File: config.mk
export PLATFORM = sky130hd
export DESIGN_NAME = seg_score_reader
export DESIGN_NICKNAME = d
export VERILOG_FILES = /design/src/rtl/seg_score_reader_pkg.sv /design/src/rtl/seg_to_bcd.sv /design/src/rtl/seg_score_reader.sv
export SDC_FILE = /design/constraint.sdc
export NUM_CORES = 1
export LEC_CHECK = 0
export BUFFER_PORTS_ARGS = -buffer_cell sky130_fd_sc_hd__buf_2
export CAP_MARGIN = 25
export CORE_ASPECT_RATIO = 1.2
export CORE_UTILIZATION = 36
export DETAILED_ROUTE_END_ITERATION = 12
export GPL_TIMING_DRIVEN = 1
export PLACE_DENSITY = 0.61
export SKIP_CTS_REPAIR_TIMING = 1
export SLEW_MARGIN = 20
export SYNTH_ARGS = -nofsm -noshare
export SYNTH_HDL_FRONTEND = slang
export SYNTH_HIERARCHICAL = 1
export SYNTH_SLANG_ARGS = --single-unit
File: constraint.sdc
create_clock -name clk -period 5.1 [get_ports clk]
set_input_delay 1.02 -clock clk [delete_from_list [all_inputs] [get_ports clk]]
set_output_delay 1.02 -clock clk [all_outputs]
set_load 0.005 [all_outputs]
File: src/rtl/seg_score_reader_pkg.sv
// Shared constants for the seven-segment score reader: digit geometry, the
// active-low segment patterns for 0..9, the FSM state type and a BCD compare.
package score_pkg;

    localparam int unsigned NUM_DIGITS = 6;
    localparam int unsigned DIGIT_W    = 4;
    localparam int unsigned SEG_W      = 7;

    // Active-low patterns, bit 6 = segment g
    localparam logic [SEG_W-1:0] SEG_0 = 7'h40;
    localparam logic [SEG_W-1:0] SEG_1 = 7'h79;
    localparam logic [SEG_W-1:0] SEG_2 = 7'h24;
    localparam logic [SEG_W-1:0] SEG_3 = 7'h30;
    localparam logic [SEG_W-1:0] SEG_4 = 7'h19;
    localparam logic [SEG_W-1:0] SEG_5 = 7'h12;
    localparam logic [SEG_W-1:0] SEG_6 = 7'h02;
    localparam logic [SEG_W-1:0] SEG_7 = 7'h78;
    localparam logic [SEG_W-1:0] SEG_8 = 7'h00;
    localparam logic [SEG_W-1:0] SEG_9 = 7'h18;

    typedef enum logic [1:0] {
        WAIT    = 2'd0,
        CAPTURE = 2'd1,
        COMPARE = 2'd2
    } state_t;

    // Unsigned BCD magnitude compare, most significant digit decides first.
    function automatic logic bcd_gt(input logic [NUM_DIGITS*DIGIT_W-1:0] a,
                                    input logic [NUM_DIGITS*DIGIT_W-1:0] b);
        logic decided;
        logic gt;
        decided = 1'b0;
        gt      = 1'b0;
        for (int unsigned i = NUM_DIGITS; i > 0; i--) begin
            if (!decided && (a[(i-1)*DIGIT_W +: DIGIT_W] != b[(i-1)*DIGIT_W +: DIGIT_W])) begin
                decided = 1'b1;
                gt      = (a[(i-1)*DIGIT_W +: DIGIT_W] > b[(i-1)*DIGIT_W +: DIGIT_W]);
            end
        end
        return gt;
    endfunction

endpackage

File: src/rtl/seg_to_bcd.sv
// Combinational decode of one active-low seven-segment pattern to a BCD digit;
// anything outside the ten decimal patterns (blank, A-F, junk) is invalid.
module seg_to_bcd
    import score_pkg::*;
(
    input  logic [SEG_W-1:0]   seg,
    output logic [DIGIT_W-1:0] digit,
    output logic               valid
);

    always_comb begin
        digit = '0;
        valid = 1'b1;
        case (seg)
            SEG_0:   digit = 4'd0;
            SEG_1:   digit = 4'd1;
            SEG_2:   digit = 4'd2;
            SEG_3:   digit = 4'd3;
            SEG_4:   digit = 4'd4;
            SEG_5:   digit = 4'd5;
            SEG_6:   digit = 4'd6;
            SEG_7:   digit = 4'd7;
            SEG_8:   digit = 4'd8;
            SEG_9:   digit = 4'd9;
            default: valid = 1'b0;
        endcase
    end

endmodule

File: src/rtl/seg_score_reader.sv
// Reads a six-digit seven-segment score display, captures each stable word once,
// and (with SEG_SCORE_READER_HIGH_EN defined) tracks the highest score seen.
module seg_score_reader
    import score_pkg::*;
#(
    parameter int unsigned STABLE_CYCLES = 4
) (
    input  logic        clk,
    input  logic        reset,
    input  logic [6:0]  hex0,
    input  logic [6:0]  hex1,
    input  logic [6:0]  hex2,
    input  logic [6:0]  hex3,
    input  logic [6:0]  hex4,
    input  logic [6:0]  hex5,
    input  logic        clear_high,
    output logic [23:0] score_bcd,
    output logic        score_valid,
    output logic        decode_err,
    output logic [23:0] high_bcd,
    output logic        new_high
);

    localparam int unsigned WORD_W  = NUM_DIGITS * SEG_W;
    localparam int unsigned BCD_W   = NUM_DIGITS * DIGIT_W;
    localparam logic [7:0]  CNT_MAX = 8'(STABLE_CYCLES - 1);

    logic [WORD_W-1:0]     word;
    logic [WORD_W-1:0]     prev_q;
    logic [7:0]            cnt_q, cnt_d;
    logic                  armed_q, armed_d;
    state_t                state_q, state_d;
    logic [BCD_W-1:0]      score_q, score_d;
    logic                  valid_q, valid_d;
    logic                  err_q, err_d;
    logic [BCD_W-1:0]      dec_bcd;
    logic [NUM_DIGITS-1:0] dig_ok;
    logic                  same;
    logic                  trigger;

    assign word = {hex5, hex4, hex3, hex2, hex1, hex0};

    // Decode the registered sample, which still holds the stable word in CAPTURE
    for (genvar i = 0; i < NUM_DIGITS; i++) begin : g_dec
        seg_to_bcd u_dec (
            .seg   (prev_q[i*SEG_W +: SEG_W]),
            .digit (dec_bcd[i*DIGIT_W +: DIGIT_W]),
            .valid (dig_ok[i])
        );
    end

    always_comb begin
        same    = (word == prev_q);
        cnt_d   = '0;
        if (same) begin
            cnt_d = (cnt_q == CNT_MAX) ? cnt_q : 8'(cnt_q + 8'd1);
        end
        // Fires on the edge where the counter reaches its limit, so a capture
        // result appears STABLE_CYCLES edges after the word changed.
        trigger = (state_q == WAIT) && armed_q && same && (cnt_d == CNT_MAX);
        armed_d = !same ? 1'b1 : (trigger ? 1'b0 : armed_q);

        state_d = state_q;
        score_d = score_q;
        valid_d = 1'b0;
        err_d   = 1'b0;
        case (state_q)
            WAIT: begin
                if (trigger) state_d = CAPTURE;
            end
            CAPTURE: begin
                if (&dig_ok) begin
                    score_d = dec_bcd;
                    valid_d = 1'b1;
`ifdef SEG_SCORE_READER_HIGH_EN
                    state_d = COMPARE;
`else
                    state_d = WAIT;
`endif
                end else begin
                    err_d   = 1'b1;
                    state_d = WAIT;
                end
            end
            COMPARE: state_d = WAIT;
            default: state_d = WAIT;
        endcase
    end

    always_ff @(posedge clk) begin
        if (reset) begin
            prev_q  <= '1;
            cnt_q   <= '0;
            armed_q <= 1'b1;
            state_q <= WAIT;
            score_q <= '0;
            valid_q <= 1'b0;
            err_q   <= 1'b0;
        end else begin
            prev_q  <= word;
            cnt_q   <= cnt_d;
            armed_q <= armed_d;
            state_q <= state_d;
            score_q <= score_d;
            valid_q <= valid_d;
            err_q   <= err_d;
        end
    end

    assign score_bcd   = score_q;
    assign score_valid = valid_q;
    assign decode_err  = err_q;

`ifdef SEG_SCORE_READER_HIGH_EN
    logic [BCD_W-1:0] high_q, high_d;
    logic             nh_q, nh_d;

    always_comb begin
        high_d = high_q;
        nh_d   = 1'b0;
        if (clear_high) begin
            high_d = '0;
        end else if ((state_q == COMPARE) && bcd_gt(score_q, high_q)) begin
            high_d = score_q;
            nh_d   = 1'b1;
        end
    end

    always_ff @(posedge clk) begin
        if (reset) begin
            high_q <= '0;
            nh_q   <= 1'b0;
        end else begin
            high_q <= high_d;
            nh_q   <= nh_d;
        end
    end

    assign high_bcd = high_q;
    assign new_high = nh_q;
`else
    logic unused_clear;
    assign unused_clear = clear_high;
    assign high_bcd     = '0;
    assign new_high     = 1'b0;
`endif

endmodule

==> metrics, run 1 <==
num rows=44; CTS Sinks=78; R2R Path End=score_bcd[21]; minimum clock period=2865 ps; outcome=finished clean; Max Cap Viol=0; largest net degree at the start of global routing=70; CTS tree=built; NetSw=0.0003341 W; CTS root buffer=clkbuf_16; RR Startpoint=prev_q[17]; Tcrit/Tclk final=56.18%; Comb pwr share=between 9 and 10%; setup tns final=0 ps; Seq. cell area=1562 um^2; clk_skew=between 6 and 7 ps; initial core utilization=36.97%; leading area contributor after synthesis=dfxtp_1; register share of total power=50.0%; Yosys warning total=6; Slew Limit Fails=0; Via Count=3,720; CP startpoint kind=register; synth top area cells=dfxtp_1, xnor2_1, nand2_1, buf_4, or2_2; Final ANT Viol Nets=0; worst min-delay path category=register to register; Antenna diodes=0; Clock power frac=40.7%; Slew @ Worst Pin=~980 ps; worst path required time=5370 ps; DRT Pass-1 Iters=5; drt drc=0; number of synthesized flops with an enable pin=0; Port Buffers=69; Die Y=123.9 um; Reg2Reg Setup Slack=2230 ps; share of the synthesized area in the top cell type=35.04%; Worst Min Path Start=score_bcd[5]; area of the multi-input gates=around 2600 um^2; slew margin rel.=34.83%; crit path from=prev_q[17]; Die Outline Area=12,830 um^2; worst r2r path cells=8; synth unique cells=42; syn_area_per_cell=8.473 um^2; total track usage=16.69%; Sw Share=24.80%; FMAX=0.3490 GHz; sequential share of the synthesized area=35.04%; Longest Clk Path Bufs=2; Setup CP Type=register to register; Critical Path Fanout Max=24; Post-synth ARST share=0%; Cells after Synth=526; Worst Path Arrival=3130 ps; first-pass GRT wire length=roughly 17,000 um; Die Wd=103.6 um; Fin. Hold Viols=0; Skew-Pair Late Insertion Delay=330 ps; Yosys reg bits=78; Pwr Density=268.7 nW/um^2; initial antenna violation count=0; CP endpoint=score_bcd[21]; RSZ-0062 raised after global routing=false; Nets=623; Clock transition at path regs=60 ps; area of the mapped netlist=between 4000 and 5000 um^2; Setup crit end kind=register; Most used DFF post-synth=dfxtp_1; number of global-route vias before repair=3,504; leak pwr=1.999 nW; H-tree levels=3; core box area=12,060 um^2; 1st-iter DRT viols=210; Area Growth Syn to Fin=12.46%; I/O pins=96; layout cell share with drive strength beyond 1=a little under a quarter; WHS=approximately 450 ps; Detailed Place HPWL=around 7600 um; DR WL/cell=13.84 um; final setup fails=0; Filler Cell Count=1,231; total routed wirelength=10,240 um; Overflow after GRT=0; Num CTS Buffers=9; DR vias/cell=between 5 and 6; peak supply drop=0.1430 mV; Final GP Congestion=0.8340; Int Power=0.001013 W
==> cell families after synthesis <==
kind of cell               synth area share (%)
and+or+nand+nor                           31.95
DFF                                       35.04
AOI/OAI and AO/OA                         9.910
xor gates and xnor gates                  13.17
buffers and inverters                     9.096
muxes                                    0.4773
adders and majority gates                0.2807
other                                   0.08414
==> metrics by stage <==
stage / cell area, um^2 / utilization [%] / instances / power (W) / setup slack [ps]
2_1_floorplan: 4547 / - / 550 / 0.0007821 / 2816
3_3_place_gp: 4733 / 39.26 / 725 / 0.0008031 / 2240
3_5_place_dp: 4733 / 39.26 / 725 / 0.0008089 / 2224
4_1_cts: 4977 / 41.28 / 738 / 0.001361 / 2222
5_1_grt: 5012 / 41.57 / 740 / 0.001406 / 1916
6_report: 5012 / 41.57 / 740 / 0.001347 / 2235
==> worst min-delay path by stage <==
stage	depth (start not counted)	to	slack (ps)
after floorplan	1	armed_q	420
after global placement	1	armed_q	430
after detailed placement	1	armed_q	440
after CTS	1	armed_q	450
after global routing	1	armed_q	470
final	2	score_bcd[5]	450
==> cells in the final DEF (no fill, tap or decap), types with 7 or more instances in the layout <==
master     netlist  final
a21oi_1         36     36
or2_2           30     30
clkbuf_16        0      9
buf_2           12     69
conb_1           1     25
nor2_1          32     32
nor4_1          18     18
nand4_1         12     12
or2_1           12     12
xor2_1          20     20
a21o_1           7      7
and3b_1          7      7
nand2_1         66     66
inv_1           12     12
xnor2_1         47     47
o21ai_0          7      7
nand3_1         10     10
nor3_1           8      8
dfxtp_1         78     78
==> cell usage after synthesis, types with 7 or more instances <==
cell type / count
a21o_1: 7
a21oi_1: 36
and3b_1: 7
buf_2: 12
buf_4: 25
clkbuf_1: 12
dfxtp_1: 78
inv_1: 12
nand2_1: 66
nand3_1: 10
nand4_1: 12
nor2_1: 32
nor3_1: 8
nor4_1: 18
o21ai_0: 7
or2_1: 12
or2_2: 30
xnor2_1: 47
xor2_1: 20
==> power by group through the flow <==
stage	sequential [W]	clock [W]	combinational (W)
final	0.000674	0.000549	0.000124
after global routing	0.000679	0.000588	0.000139
after CTS	0.000673	0.000565	0.000124
after detailed placement	0.000686	0	0.000123
after global placement	0.000684	0	0.000119
after floorplan	0.000661	0	0.000121
==> sequential cells by signal, summed over array words and instances (netlist names) <==
name         cells
prev_q          42
score_bcd       24
cnt_q            8
score_valid      1
armed_q          1
decode_err       1
state_q          1
==> critical path, cell delays in order (launching register included) <==
cell and delay [ps]:
dfxtp_1 560, and4b_1 310, a21oi_1 50, o311ai_1 360, nand4_1 190, nor2_1 190
and2_1 800, nand2_1 160, a21oi_1 150
==> area by class of cell <==
cell class	instances	area share, %
clock buffers	10	4.568
clock inverters	3	0.2996
inverters	12	0.8987
multi-input cells	405	51.47
flip-flops and latches	78	31.15
well taps	161	4.019
repair buffers	71	7.589
==> metal layers <==
layer | share of wire (%) | track usage, % | vias up
met5 | 0 | 0 | -
met4 | 1.7 | 7.428 | 0
met3 | 4.7 | 2.826 | 12
met2 | 49 | 28.90 | 103
met1 | 44 | 20.52 | 1737
li1 | - | - | 1868
(Power assumes the default switching activity.)
==> run 2: changes to the inputs <==
--- a/config.mk
+++ b/config.mk
@@ -11,7 +11,7 @@
 export CORE_UTILIZATION = 36
 export DETAILED_ROUTE_END_ITERATION = 12
 export GPL_TIMING_DRIVEN = 1
-export PLACE_DENSITY = 0.61
+export PLACE_DENSITY = 0.63
 export SKIP_CTS_REPAIR_TIMING = 1
 export SLEW_MARGIN = 20
 export SYNTH_ARGS = -nofsm -noshare
==> constraint.sdc (replaced) <==
create_clock -name clk -period 2.6 [get_ports clk]
set_input_delay 0.52 -clock clk [delete_from_list [all_inputs] [get_ports clk]]
set_output_delay 0.52 -clock clk [all_outputs]
set_load 0.005 [all_outputs]
==> metrics, run 2 (synthesis results as in run 1) <==
worst hold stages=2; layout cell share with drive strength beyond 1=25.21%; Detailed Place HPWL=7642 um; Port Buffers=69; peak supply drop=0.3258 mV; most frequent cells in the layout=dfxtp_1, buf_2, nand2_1; CTS Sinks=78; core box area=12,060 um^2; DR vias/cell=4.936; Longest Clk Path Bufs=2; FMAX=0.4267 GHz; Num CTS Buffers=9; placed cell areas=4836 um^2; worst r2r path cells=9; Setup crit end kind=register; 1st-iter DRT viols=150; outcome=finished clean; Area Growth Syn to Fin=15.75%; total track usage=about 16%; drt drc=0; Crit-path slowest cell=dfxtp_1; Max Cap Viol=0; Worst Path Arrival=2600 ps; DR WL/cell=13.36 um; Worst Path Buf+Inv=1; final setup fails=0; Antenna diodes=0; Placed Cells incl. Taps=around 740; Clock transition at path regs=60 ps; Slew @ Worst Pin=564.9 ps; H-tree levels=3; Critical Path Fanout Max=20; CTS tree=built; CTS root buffer=clkbuf_16; register share of total power=44.8%; RR Startpoint=prev_q[24]; initial antenna violation count=0; Die Wd=103.6 um; first-pass GRT wire length=16,500 um; slew margin rel.=62.34%; DRT Pass-1 Iters=6; Slew Limit Fails=0; clk_skew=6.070 ps; Fin. Hold Viols=0; Die Outline Area=12,830 um^2; Reg2Reg Setup Slack=260 ps; Final Instance Count excl. Fillers=752; worst min-delay path category=primary input to register; Final ANT Viol Nets=0; initial core utilization=36.97%; CP top delay family=simple AND/OR/NAND/NOR gates; Biggest register=prev_q; Pwr Density=~570 nW/um^2; CP peak stage delay=~570 ps; number of global-route vias before repair=3,476; Int Power=0.002253 W; Skew-Pair Late Insertion Delay=around 340 ps; Via Count=approximately 3,700; Nets=633; cell mode on critical path=a21oi_1; hold path endpoint=prev_q[30]; Comb pwr share=slightly above 9%; setup tns final=0 ps; number of flip-flops in the largest register=42; Overflow after GRT=0; largest net degree at the start of global routing=69; Clock power frac=46.2%; Sw Share=22.87%; Finished Cell Area=5159 um^2; Setup CP Type=register to register; most common cell after layout, fill and taps aside=dfxtp_1; crit path cell chain=and4b_1 > a21oi_1 > o311ai_1 > nand4_1 > nor2_1 > and2_1 > buf_12 > nand2_1 > a21oi_1; total routed wirelength=10,050 um; RSZ-0062 raised after global routing=false; Die Y=123.9 um; worst path required time=2860 ps; Tcrit/Tclk final=90.15%; Final GP Congestion=between 0.7 and 0.8; I/O pins=96; NetSw=0.0006678 W; R2R Path End=score_bcd[22]; minimum clock period=~2300 ps; CP startpoint kind=register; num rows=44; leak pwr=2.077 nW; Worst Min Path Start=hex4[2]
run 2: cell types whose count changed in the layout (fill, tap and decap cells not counted):
cell,delta
buf_4,+11
bufinv_16,+2
clkbuf_8,+2
buf_8,-1
clkbuf_1,-1
clkinv_2,-1
run 2: worst max path at each step:
stage	startpoint	to	cells after the start
floorplan	prev_q[31]	score_bcd[14]	11
global placement	prev_q[22]	score_bcd[21]	9
detailed placement	prev_q[24]	score_bcd[17]	9
CTS	prev_q[24]	score_bcd[17]	9
global route	prev_q[38]	score_bcd[23]	9
finish	prev_q[24]	score_bcd[22]	9
run 2: final cells by class:
| class | instances | area [um^2] |
|---|---|---|
| clock buffers | 11 | 252.7 |
| clock inverters | 4 | 70.07 |
| fillers | 1201 | 6898 |
| inverters | 12 | 45.04 |
| multi-input cells | 405 | 2580 |
| flip-flops and latches | 78 | 1562 |
| well taps | 161 | 201.4 |
| repair buffers | 81 | 447.9 |
run 2: power by group through the flow:
stage / logic, W / clock network, W / registers, W
5_1_grt: 0.000296 / 0.00143 / 0.00131
6_report: 0.000266 / 0.00135 / 0.00131
4_1_cts: 0.000268 / 0.00137 / 0.00131
3_3_place_gp: 0.000261 / 0 / 0.00133
2_1_floorplan: 0.000237 / 0 / 0.00130
3_5_place_dp: 0.000266 / 0 / 0.00133
run 2: per-layer routing:
layer  routed length (um)  share of wire (%)  vias to the layer above  GRT usage [%]
met3                  447                4.4                       22          2.826
met5                    0                  0                        -              0
met1                 4512                 45                     1709          19.80
li1                     -                  -                     1879              -
met2                 4735                 47                      102          27.06
met4                  350                3.5                        0          9.330
run 2: stage by stage:
step	total power, W	worst slack, ps	util, %	hold slack [ps]
2_1_floorplan	0.001534	428.7	-	418.2
3_3_place_gp	0.001588	325.1	40.11	425.2
4_1_cts	0.002944	250.8	42.79	392.7
6_report	0.002921	256.2	42.79	394.5
5_1_grt	0.003039	38.25	42.79	398.9
3_5_place_dp	0.001598	258.3	40.11	435.8
==> run 3: changes to the inputs <==
--- a/config.mk
+++ b/config.mk
@@ -11,10 +11,9 @@
 export CORE_UTILIZATION = 36
 export DETAILED_ROUTE_END_ITERATION = 12
 export GPL_TIMING_DRIVEN = 1
-export PLACE_DENSITY = 0.63
+export PLACE_DENSITY = 0.62
 export SKIP_CTS_REPAIR_TIMING = 1
 export SLEW_MARGIN = 20
 export SYNTH_ARGS = -nofsm -noshare
 export SYNTH_HDL_FRONTEND = slang
-export SYNTH_HIERARCHICAL = 1
 export SYNTH_SLANG_ARGS = --single-unit
==> metrics, run 3 <==
outcome=finished clean; Via Count=3,884; Overflow after GRT=0; Crit-path slowest cell=or3b_1; Yosys warning total=0; Filler Cell Count=1,306; CTS tree=built; Yosys reg bits=78; FMAX=0.4047 GHz; worst path required time=2830 ps; 1st-iter DRT viols=264; Die Y=126.6 um; Fin. Hold Viols=0; Critical Path Fanout Max=14; I/O pins=96; sequential share of the synthesized area=33.50%; CP startpoint kind=register; crit path cell chain=or3b_1 > a2111oi_2 > nor2_1 > a32o_1 > nor4_4 > buf_12 > mux2_2; DR WL/cell=around 14 um; leak pwr=2.093 nW; Die Wd=105.9 um; area of the mapped netlist=4661 um^2; synth cell count leaders=dfxtp_1, xor2_1, or2_2; Port Buffers=a little under 70; Area Growth Syn to Fin=15.41%; total track usage=16.74%; Antenna diodes=0; Most used DFF post-synth=dfxtp_1; number of global-route vias before repair=roughly 3,600; Setup crit end kind=register; final core utilization=42.65%; Seq. cell area=1564 um^2; Tcrit/Tclk final=95.04%; Post-synth ARST share=0%; Finished Cell Area=approximately 5400 um^2; layout cell share with drive strength beyond 1=26.12%; syn_area_per_cell=8.505 um^2; clk_skew=5.151 ps; share of the synthesized area in the top cell type=33.50%; Setup CP Type=register to register; initial core utilization=36.95%; placed cell areas=5046 um^2; Biggest register=prev_q; initial antenna violation count=0; Slew @ Worst Pin=just over 800 ps; worst min-delay path category=primary input to register; area of the multi-input gates=2813 um^2; Skew-Pair Late Insertion Delay=~340 ps; Num CTS Buffers=9; Die Outline Area=13,410 um^2; Max Cap Viol=0; RSZ-0062 raised after global routing=false; peak supply drop=0.2821 mV; H-tree levels=3; Slew Limit Fails=0; number of flip-flops in the largest register=42; most frequent cells in the layout=dfxtp_1, buf_2, xor2_1; core box area=around 13,000 um^2; total routed wirelength=approximately 11,000 um; Clock transition at path regs=roughly 60 ps; leading area contributor after synthesis=dfxtp_1; Worst Path Arrival=2700 ps; DRT Pass-1 Iters=4; CTS root buffer=clkbuf_16; synth top area cells=dfxtp_1, xor2_1, or2_2, nand2b_1, buf_4; Final ANT Viol Nets=0; most common cell after layout, fill and taps aside=dfxtp_1; Final GP Congestion=roughly 0.84; Detailed Place HPWL=8183 um; synth unique cells=57; number of synthesized flops with an enable pin=0; most numerous cell in the Yosys netlist=dfxtp_1; first-pass GRT wire length=17,530 um; largest net degree at the start of global routing=90; CTS Sinks=78; Longest Clk Path Bufs=2; final setup fails=0; Cells after Synth=548; drt drc=0; CP peak stage delay=450 ps; Pwr Density=542.7 nW/um^2; num rows=45; Nets=642; DR vias/cell=5.077; minimum clock period=2471 ps; slew margin rel.=~44%
==> run 3: layout make-up <==
| type | count | share of cell area (%) |
|---|---|---|
| Clock buffer | 10 | 4.257 |
| Tap cell | 164 | 3.815 |
| Multi-Input combinational cell | 420 | 52.29 |
| Inverter | 3 | 0.2094 |
| Clock inverter | 6 | 1.605 |
| Sequential cell | 78 | 29.08 |
| Timing Repair Buffer | 84 | 8.746 |
==> run 3: kinds of logic after synthesis <==
kind of cell,synth area share [%]
fa+ha+maj,0.2684
xor+xnor,12.40
compound gates,7.839
other cells,0.08046
flops,33.50
buf+inv,8.403
simple gates,31.70
mux,5.798
==> run 3: worst max-delay path: cells and delay by family (launching register included) <==
kind                   cells  cell delay [ps]
AO/OA/AOI/OAI              2              630
buffers and inverters      1              210
flip-flops                 1              360
multiplexers               1              340
AND/OR/NAND/NOR            3              800
==> run 3: worst paths after layout <==
kind                       from       endpoint  slack [ps]  depth (start not counted)
setup reg to reg     prev_q[35]  score_bcd[23]         130                          7
setup / recovery     prev_q[35]  score_bcd[23]         130                          7
hold reg to reg   score_bcd[12]  score_bcd[12]         470                          2
hold / removal          hex4[2]     prev_q[30]         400                          2
==> run 3: power by group <==
part	internal, W	switching [W]	total [W]	leakage, nW
clock	0.000839	0.000494	0.00133	0.152
sequential	0.00123	0.0000773	0.00131	0.640
combinational	0.000138	0.000141	0.000279	1.30
total	0.00221	0.000712	0.00292	2.09
==> run 3: layer usage <==
metal  routed length, um  part of all wire (%)  track usage, %
met1                4900                    45           19.96
met2                5388                    49           28.72
met3                 388                   3.6           4.008
met4                 252                   2.3           6.863
met5                   0                     0               0
==> run 3: through the flow <==
stage,setup TNS (ps),worst slack (ps),cells,power [W],hold WS (ps)
floorplan,0,108.9,572,0.001534,434.3
global placement,0,53.77,749,0.001602,446.8
detailed placement,-4.034,-2.995,749,0.001609,457.1
CTS,-122.1,-22.26,765,0.002945,387.0
global route,0,1.828,765,0.003038,386.4
finish,0,128.9,765,0.002919,395.6
